==> src/rtl/seg_add_sub_unit_pkg.sv <==
// Shared definitions for the segmented add/sub engine: FSM state encoding,
// default geometry and an index-width helper.
package seg_add_sub_unit_pkg;

  typedef enum logic [1:0] {
    ST_IDLE = 2'd0,
    ST_RUN  = 2'd1,
    ST_DONE = 2'd2
  } state_t;

  localparam int unsigned DEF_WIDTH = 32;
  localparam int unsigned DEF_SEG   = 8;

  // Slice index width; a single-slice configuration still needs a 1-bit counter.
  function automatic int unsigned idx_bits(input int unsigned nseg);
    return (nseg > 1) ? $clog2(nseg) : 1;
  endfunction

endpackage

==> src/rtl/seg_add_sub_unit_rc_add_sub.sv <==
// Combinational SEG-bit ripple-carry slice (full-adder chain). The carry into
// the slice MSB is exposed so the top can form signed overflow.
module seg_rc_add_sub #(
  parameter int unsigned SEG = 8
) (
  input  logic [SEG-1:0] A,
  input  logic [SEG-1:0] B,
  input  logic           CI,
  output logic [SEG-1:0] S,
  output logic           CO_MSB_IN,
  output logic           CO
);

  logic c;

  // Ripple the carry through the slice bit by bit.
  always_comb begin
    S         = '0;
    CO_MSB_IN = 1'b0;
    c         = CI;
    for (int unsigned i = 0; i < SEG; i++) begin
      if (i == SEG - 1) CO_MSB_IN = c;
      S[i] = A[i] ^ B[i] ^ c;
      c    = (A[i] & B[i]) | (c & (A[i] ^ B[i]));
    end
    CO = c;
  end

endmodule

==> src/rtl/seg_add_sub_unit.sv <==
// Multi-cycle two's-complement adder/subtractor: one SEG-bit slice per clock,
// carry held in a register between slices, START/BUSY/DONE handshake and
// CO/V/Z flags.
module seg_add_sub_unit
  import seg_add_sub_unit_pkg::*;
#(
  parameter int unsigned WIDTH = DEF_WIDTH,
  parameter int unsigned SEG   = DEF_SEG
) (
  input  logic             CLK,
  input  logic             RST,
  input  logic             START,
  input  logic [WIDTH-1:0] A,
  input  logic [WIDTH-1:0] B,
  input  logic             SnA,
  output logic             BUSY,
  output logic             DONE,
  output logic [WIDTH-1:0] Y,
  output logic             CO,
  output logic             V,
  output logic             Z
);

  localparam int unsigned NSEG = WIDTH / SEG;
  localparam int unsigned IDXW = idx_bits(NSEG);
  localparam logic [IDXW-1:0] LAST_IDX = IDXW'(NSEG - 1);

  state_t           state_q, state_d;
  logic [IDXW-1:0]  idx_q, idx_d;
  logic             carry_q, carry_d;
  logic [WIDTH-1:0] a_q, a_d;
  logic [WIDTH-1:0] bx_q, bx_d;
  logic [WIDTH-1:0] y_q, y_d;
  logic             co_q, co_d;
  logic             v_q, v_d;
  logic             z_q, z_d;

  logic [SEG-1:0]   seg_a, seg_b, seg_s;
  logic             seg_msb_ci, seg_co;
  logic             accept;

  // Select the operand slice addressed by the current index.
  always_comb begin
    seg_a = a_q[idx_q*SEG +: SEG];
    seg_b = bx_q[idx_q*SEG +: SEG];
  end

  seg_rc_add_sub #(
    .SEG (SEG)
  ) u_slice (
    .A         (seg_a),
    .B         (seg_b),
    .CI        (carry_q),
    .S         (seg_s),
    .CO_MSB_IN (seg_msb_ci),
    .CO        (seg_co)
  );

  // Next-state, slice write-back and operand capture.
  always_comb begin
    state_d = state_q;
    idx_d   = idx_q;
    carry_d = carry_q;
    a_d     = a_q;
    bx_d    = bx_q;
    y_d     = y_q;
    co_d    = co_q;
    v_d     = v_q;
    z_d     = z_q;
    accept  = 1'b0;

    unique case (state_q)
      ST_IDLE: begin
        if (START) begin
          accept  = 1'b1;
          state_d = ST_RUN;
        end
      end
      ST_RUN: begin
        y_d[idx_q*SEG +: SEG] = seg_s;
        carry_d = seg_co;
        idx_d   = idx_q + 1'b1;
        if (idx_q == LAST_IDX) begin
          state_d = ST_DONE;
          co_d    = seg_co;
          v_d     = seg_msb_ci ^ seg_co;
          // Z comes from the fully assembled result so it lands with DONE.
          z_d     = (y_d == '0);
        end
      end
      ST_DONE: begin
        if (START) begin
          accept  = 1'b1;
          state_d = ST_RUN;
        end else begin
          state_d = ST_IDLE;
        end
      end
      default: state_d = ST_IDLE;
    endcase

    // Subtract is A + ~B + 1: invert B once at capture and seed the carry.
    if (accept) begin
      a_d     = A;
      bx_d    = B ^ {WIDTH{SnA}};
      carry_d = SnA;
      idx_d   = '0;
    end
  end

  // State and datapath registers with synchronous active-low reset.
  always_ff @(posedge CLK) begin
    if (!RST) begin
      state_q <= ST_IDLE;
      idx_q   <= '0;
      carry_q <= 1'b0;
      a_q     <= '0;
      bx_q    <= '0;
      y_q     <= '0;
      co_q    <= 1'b0;
      v_q     <= 1'b0;
      z_q     <= 1'b0;
    end else begin
      state_q <= state_d;
      idx_q   <= idx_d;
      carry_q <= carry_d;
      a_q     <= a_d;
      bx_q    <= bx_d;
      y_q     <= y_d;
      co_q    <= co_d;
      v_q     <= v_d;
      z_q     <= z_d;
    end
  end

  // Registered outputs and state-decoded handshake.
  always_comb begin
    BUSY = (state_q == ST_RUN);
    DONE = (state_q == ST_DONE);
    Y    = y_q;
    CO   = co_q;
    V    = v_q;
    Z    = z_q;
  end

endmodule

==> config.mk <==
export PLATFORM = sky130hd
export DESIGN_NAME = seg_add_sub_unit
export DESIGN_NICKNAME = d
export VERILOG_FILES = /design/src/rtl/seg_add_sub_unit_pkg.sv /design/src/rtl/seg_add_sub_unit_rc_add_sub.sv /design/src/rtl/seg_add_sub_unit.sv
export SDC_FILE = /design/constraint.sdc
export NUM_CORES = 1
export LEC_CHECK = 0
export ABC_AREA = 1
export CORE_ASPECT_RATIO = 1.5
export CORE_UTILIZATION = 35
export CTS_CLUSTER_SIZE = 24
export DETAILED_ROUTE_END_ITERATION = 8
export PLACE_DENSITY_LB_ADDON = 0.1
export SLEW_MARGIN = 20
export SYNTH_ARGS = -nofsm -noshare
export SYNTH_HDL_FRONTEND = slang
export SYNTH_SLANG_ARGS = --single-unit
==> constraint.sdc <==
create_clock -name CLK -period 15.7 [get_ports CLK]
set_input_delay 3.14 -clock CLK [delete_from_list [all_inputs] [get_ports CLK]]
set_output_delay 3.14 -clock CLK [all_outputs]
set_load 0.03 [all_outputs]
==> impl_metrics.env, run 1 <==
export IMPL_synth_ff_type="dfxtp_1"
export IMPL_min_period_ps=5680
export IMPL_yosys_area_share_simple_pct=18.7
export IMPL_ys_seq_area_share_pct=39.5
export IMPL_die_w_um=102
export IMPL_cts_resized=0
export IMPL_cp_arrival_ps=5950
export IMPL_drt_initial_drc_count=231
export IMPL_hold_path_startpoint="a_q[13]$_SDFFE_PN0P_"
export IMPL_reg2regPathDepth=22
export IMPL_clockBufferDepth=2
export IMPL_regArea_sq_mm=0.00208
export IMPL_route_detailed_drc=0
export IMPL_dr_pass1_iters=5
export IMPL_synth_xor_area_share_pct=5.49
export IMPL_wirelength_mm=14.2
export IMPL_ios=105
export IMPL_cp_max_fo=60
export IMPL_synth_cell_types=27
export IMPL_antenna_found_initial=0
export IMPL_tightest_slew_ps=881
export IMPL_finClkSkew_ps=6.18
export IMPL_cp_startpoint="idx_q[0]$_SDFFE_PP0P_"
export IMPL_htreeDepth=3
export IMPL_synthesis_nets=827
export IMPL_vias_per_cell=4.81
export IMPL_grt_pass1_vias=4852
export IMPL_synth_edf_count=0
export IMPL_critical_path_class="reg2reg"
export IMPL_wl_per_cell_um=14.0
export IMPL_hp_class="reg2reg"
export IMPL_clock_latency_ps=350
export IMPL_clock_sinks=104
export IMPL_synth_compound_area_share_pct=22.0
export IMPL_antenna_left=0
export IMPL_cts_tree="built"
export IMPL_drv_cap=0
export IMPL_rsz0062_at_grt="false"
export IMPL_final_cell_mix="nor2_1 (141), o21ai_0 (107), dfxtp_1 (103)"
export IMPL_portBuffers=104
export IMPL_multi_input_area_sq_mm=0.00267
export IMPL_grt_overflow=0
export IMPL_clkTransAtPathRegs_ps=70
export IMPL_coreArea_sq_mm=0.0146
export IMPL_syn2layout_area_growth_pct=26.5
export IMPL_status="completed"
export IMPL_p_leak_uw=0.00273
export IMPL_grt_use_total_pct=19.3
export IMPL_post_cts_buffers=0
export IMPL_fp_dieH_um=152
export IMPL_start_util_pct=36.1
export IMPL_muxShareOfSynthArea_pct=0
export IMPL_netlist_area_sq_mm=0.00527
export IMPL_p_per_area_mw_per_mm2=108
export IMPL_syn_inst=745
export IMPL_holdBufCountCts=0
export IMPL_synth_top_family_by_area="compound AO/OA/AOI/OAI gates"
export IMPL_syn_avg_cell_area_sq_um=7.07
export IMPL_hpwl_mm=10.6
export IMPL_ir_worst_vdd_uv=45.7
export IMPL_rr_startpoint="idx_q[0]$_SDFFE_PP0P_"
export IMPL_grt_pass1_wl_mm=23.2
export IMPL_die_area_sq_mm=0.0156
export IMPL_min_path_cells=2
export IMPL_cp_end_kind="register"
export IMPL_synth_seq_cells=104
export IMPL_worstSetupStartpointType="register"
export IMPL_fillers=1581
export IMPL_drive_gt1_share_pct=3.67
export IMPL_final_max_slew_viol_count=0
export IMPL_setup_tns_ps=0
export IMPL_grt_max_degree=98
export IMPL_place_area_sq_mm=0.00635
export IMPL_setup_viol=0
export IMPL_vias=4870
export IMPL_fin_crit_sh_pct=36.2
export IMPL_crit_required_ps=15970
export IMPL_async_flop_share_pct=0
export IMPL_holdWs_ps=485
export IMPL_synthAdderAreaFrac_pct=4.47
export IMPL_stdcell_area_sq_mm=0.00666
export IMPL_max_slew_margin_pct=41.3
export IMPL_antenna_cells=0
export IMPL_hold_violations=0
export IMPL_nets=895
export IMPL_root_buffer="clkbuf_16"
export IMPL_rows=54
export IMPL_routabilityCongestion=0.949
export IMPL_cts_made_buffers=9
export IMPL_yosysWarnings=0
export IMPL_max_freq_mhz=176
export IMPL_final_common_cell="nor2_1"
==> final cells by class <==
| cell class | instances | share of cell area [%] |
|---|---|---|
| sequential | 104 | 31.3 |
| multi-input combinational | 511 | 40.0 |
| clock inverter | 5 | 1.24 |
| tap | 196 | 3.68 |
| inverter | 79 | 4.45 |
| timing repair buffer | 108 | 15.9 |
| clock buffer | 10 | 3.44 |
==> worst max-delay path: stages (launching register included) <==
cell and delay, ps:
dfxtp_2 310, buf_4 470, inv_2 380, o21ai_0 280
a21oi_1 110, fa_1 410, fa_1 390, fa_1 400
fa_1 390, fa_1 360, inv_1 70, fa_1 170
inv_1 50, fa_1 410, fa_1 530, nor2_1 70
a21boi_0 240, nand2_1 90, nor2_1 110, nand2_1 50
nor2_1 100, nand3_1 80, a21oi_1 120
==> final timing paths <==
path / endpoint / slack (ps)
min reg2reg: a_q[13]$_SDFFE_PN0P_ / 480
max: Z$_SDFFE_PN0P_ / 10020
min: a_q[13]$_SDFFE_PN0P_ / 480
max reg2reg: Z$_SDFFE_PN0P_ / 10020
==> synth_stat cells (2+ instances only) <==
master	count	area share, %
nor2_1	141	10
o21ai_0	107	10
dfxtp_1	104	40
nand2_1	93	6.6
inv_1	74	5.3
a21oi_1	65	6.2
clkbuf_1	32	2.3
xnor2_1	32	5.3
nand3_1	16	1.5
buf_2	14	1.3
o211ai_1	14	2.0
o22ai_1	9	1.1
a32o_1	8	1.5
fa_1	8	3.0
ha_1	6	1.4
inv_2	5	0.36
a21boi_0	3	0.43
a211oi_1	2	0.29
buf_1	2	0.14
buf_4	2	0.29
nor2_2	2	0.24
==> cells by family (layout without fill, tap and decap cells) <==
| logic type | Yosys count | count (layout) |
|---|---|---|
| xor gates and xnor gates | 33 | 33 |
| buffers and inverters | 130 | 202 |
| DFF | 104 | 104 |
| adders and majority gates | 14 | 14 |
| and+or+nand+nor | 254 | 254 |
| AOI/OAI and AO/OA | 210 | 210 |
==> routing by layer <==
metal	GRT usage (%)	routed length, um	part of all wire, %
met5	0	0	0
met4	9.39	530	3.7
met3	2.39	407	2.9
met2	35.2	7460	53
met1	21.3	5790	41
==> state kept, by name (all words and copies together), names as in the netlist <==
name / count
idx_q: 2
V: 1
bx_q: 32
a_q: 32
Y: 32
carry_q: 1
state_q: 2
Z: 1
CO: 1
==> report_power, final <==
group / internal [uW] / switching (uW) / total [uW]
sequential: 287 / 13.9 / 301
combinational: 74.5 / 109 / 183
clock: 139 / 98.2 / 237
total: 500 / 221 / 721
==> through the flow <==
step	std cells	utilization, %	setup slack [ps]	total power (uW)
2_1_floorplan	745	-	10600	424
3_3_place_gp	998	43.5	10170	489
3_5_place_dp	998	43.5	10060	491
4_1_cts	1013	45.6	10050	731
5_1_grt	1013	45.7	9610	764
6_report	1013	45.7	10020	721
No activity file was read; power rests on OpenSTA's default activity.
==> run 2: changes to the inputs <==
==> constraint.sdc (replaced) <==
create_clock -name CLK -period 4.7 [get_ports CLK]
set_input_delay 0.94 -clock CLK [delete_from_list [all_inputs] [get_ports CLK]]
set_output_delay 0.94 -clock CLK [all_outputs]
set_load 0.03 [all_outputs]
==> impl_metrics.env, run 2 (same netlist as run 1, synthesis figures left out) <==
export IMPL_holdWs_ps=477
export IMPL_syn2layout_area_growth_pct=28.1
export IMPL_coreArea_sq_mm=0.0146
export IMPL_portBuffers=104
export IMPL_root_buffer="clkbuf_16"
export IMPL_antenna_left=0
export IMPL_vias=4925
export IMPL_rsz0062_at_grt="true"
export IMPL_start_util_pct=36.1
export IMPL_power_total_uw=2360
export IMPL_p_per_area_mw_per_mm2=351
export IMPL_setup_tns_ps=0
export IMPL_drv_cap=0
export IMPL_worstSetupStartpointType="register"
export IMPL_final_setup_worst_slack_ps=43.5
export IMPL_fin_crit_sh_pct=99.1
export IMPL_cts_made_buffers=9
export IMPL_regArea_sq_mm=0.00209
export IMPL_max_freq_mhz=215
export IMPL_grt_overflow=0
export IMPL_final_cell_mix="nor2_1 (141), o21ai_0 (107), dfxtp_1 (103)"
export IMPL_finClkSkew_ps=10.9
export IMPL_multi_input_area_sq_mm=0.00268
export IMPL_hold_violations=0
export IMPL_cp_max_fo=9
export IMPL_cp_end_kind="register"
export IMPL_pre_cts_ws_ps=-12.4
export IMPL_fillers=1553
export IMPL_wl_per_cell_um=14.5
export IMPL_dr_pass1_iters=4
export IMPL_min_period_ps=4660
export IMPL_wirelength_mm=14.9
export IMPL_holdBufCountCts=0
export IMPL_setup_viol=0
export IMPL_status="completed"
export IMPL_clock_latency_ps=350
export IMPL_rows=54
export IMPL_grt_pass1_wl_mm=23.8
export IMPL_route_detailed_drc=0
export IMPL_drive_gt1_share_pct=5.90
export IMPL_tightest_slew_ps=887
export IMPL_die_w_um=102
export IMPL_grt_max_degree=83
export IMPL_hpwl_mm=11.4
export IMPL_post_cts_buffers=0
export IMPL_antenna_found_initial=0
export IMPL_htreeDepth=3
export IMPL_drt_initial_drc_count=158
export IMPL_p_leak_uw=0.00279
export IMPL_vias_per_cell=4.80
export IMPL_final_common_cell="nor2_1"
export IMPL_routabilityCongestion=0.900
export IMPL_nets=907
export IMPL_stdcell_count=1026
export IMPL_grt_pass1_vias=4734
export IMPL_clockBufferDepth=2
export IMPL_dp_cells=1010
export IMPL_hp_class="reg2reg"
export IMPL_cp_arrival_ps=4930
export IMPL_critical_path_class="reg2reg"
export IMPL_cts_tree="built"
export IMPL_grt_use_total_pct=19.9
export IMPL_max_slew_margin_pct=40.9
export IMPL_fp_dieH_um=152
export IMPL_ir_worst_vdd_uv=150
export IMPL_ios=105
export IMPL_clock_sinks=104
export IMPL_antenna_cells=0
export IMPL_die_area_sq_mm=0.0156
export IMPL_final_max_slew_viol_count=0
export IMPL_crit_required_ps=4970
export IMPL_clkTransAtPathRegs_ps=70
run 2: cell count changes in the layout (fill, tap and decap cells not counted), sizes merged:
| cell | delta |
|---|---|
| buf | +12 |
| clkinv | +6 |
| clkinvlp | -3 |
| inv | +1 |
| bufinv | -2 |
| clkbuf | -1 |
run 2: timing repair:
action	4_1_cts	5_1_grt
resized for setup	1	4
pin swaps	0	3
setup endpoints to repair	1	3
run 2: area by class of cell:
cell class / count / area share, %
timing repair buffer: 120 / 17.1
clock inverter: 7 / 0.835
sequential: 104 / 30.9
clock buffer: 9 / 3.34
multi-input combinational: 511 / 39.7
tap: 196 / 3.64
inverter: 79 / 4.47
run 2: report_power, final:
part / switching [uW] / internal [uW] / leakage, uW / total [uW]
Clock: 357 / 365 / 0.000141 / 723
Combinational: 376 / 264 / 0.00178 / 640
Sequential: 45.4 / 957 / 0.000860 / 1000
run 2: per-layer routing:
layer  share of wire, %  routed length, um  GRT usage (%)  vias up
li1                   -                  -              -     2562
met1                 41               6120           22.4     2245
met2                 53               7910           36.3      100
met3                2.8                412           2.43       18
met4                2.9                435           8.64        0
met5                  0                  0              0        -
run 2: through the flow:
step | instance area [sq um] | utilization (%)
4_1_cts | 6730 | 46.1
6_report | 6740 | 46.2
2_1_floorplan | 5310 | -
5_1_grt | 6740 | 46.2
3_3_place_gp | 6450 | 44.2
3_5_place_dp | 6450 | 44.2
run 2: worst max-delay path, stage by stage, from the launching register on:
cell and delay [ps]:
dfxtp_4 380, inv_6 80, nand2_1 60, a32o_1 240
fa_2 360, fa_2 340, fa_2 340, fa_2 350
fa_1 360, inv_1 80, fa_2 180, inv_1 50
fa_2 350, fa_1 570, nor2_1 70, nand2_1 90
nor2_1 50, nor2_1 140, nand2_1 70, nor2_1 90
nand2_1 60, nor2_1 80, nand3_1 70, a21oi_1 110
run 2: path summary, 6_finish.rpt:
| path | from | end | slack (ps) | depth (start not counted) |
|---|---|---|---|---|
| min | Z$_SDFFE_PN0P_ | Z$_SDFFE_PN0P_ | 480 | 2 |
| max reg2reg | idx_q[0]$_SDFFE_PP0P_ | Z$_SDFFE_PN0P_ | 40 | 23 |
| min reg2reg | Z$_SDFFE_PN0P_ | Z$_SDFFE_PN0P_ | 480 | 2 |
| max | idx_q[0]$_SDFFE_PP0P_ | Z$_SDFFE_PN0P_ | 40 | 23 |
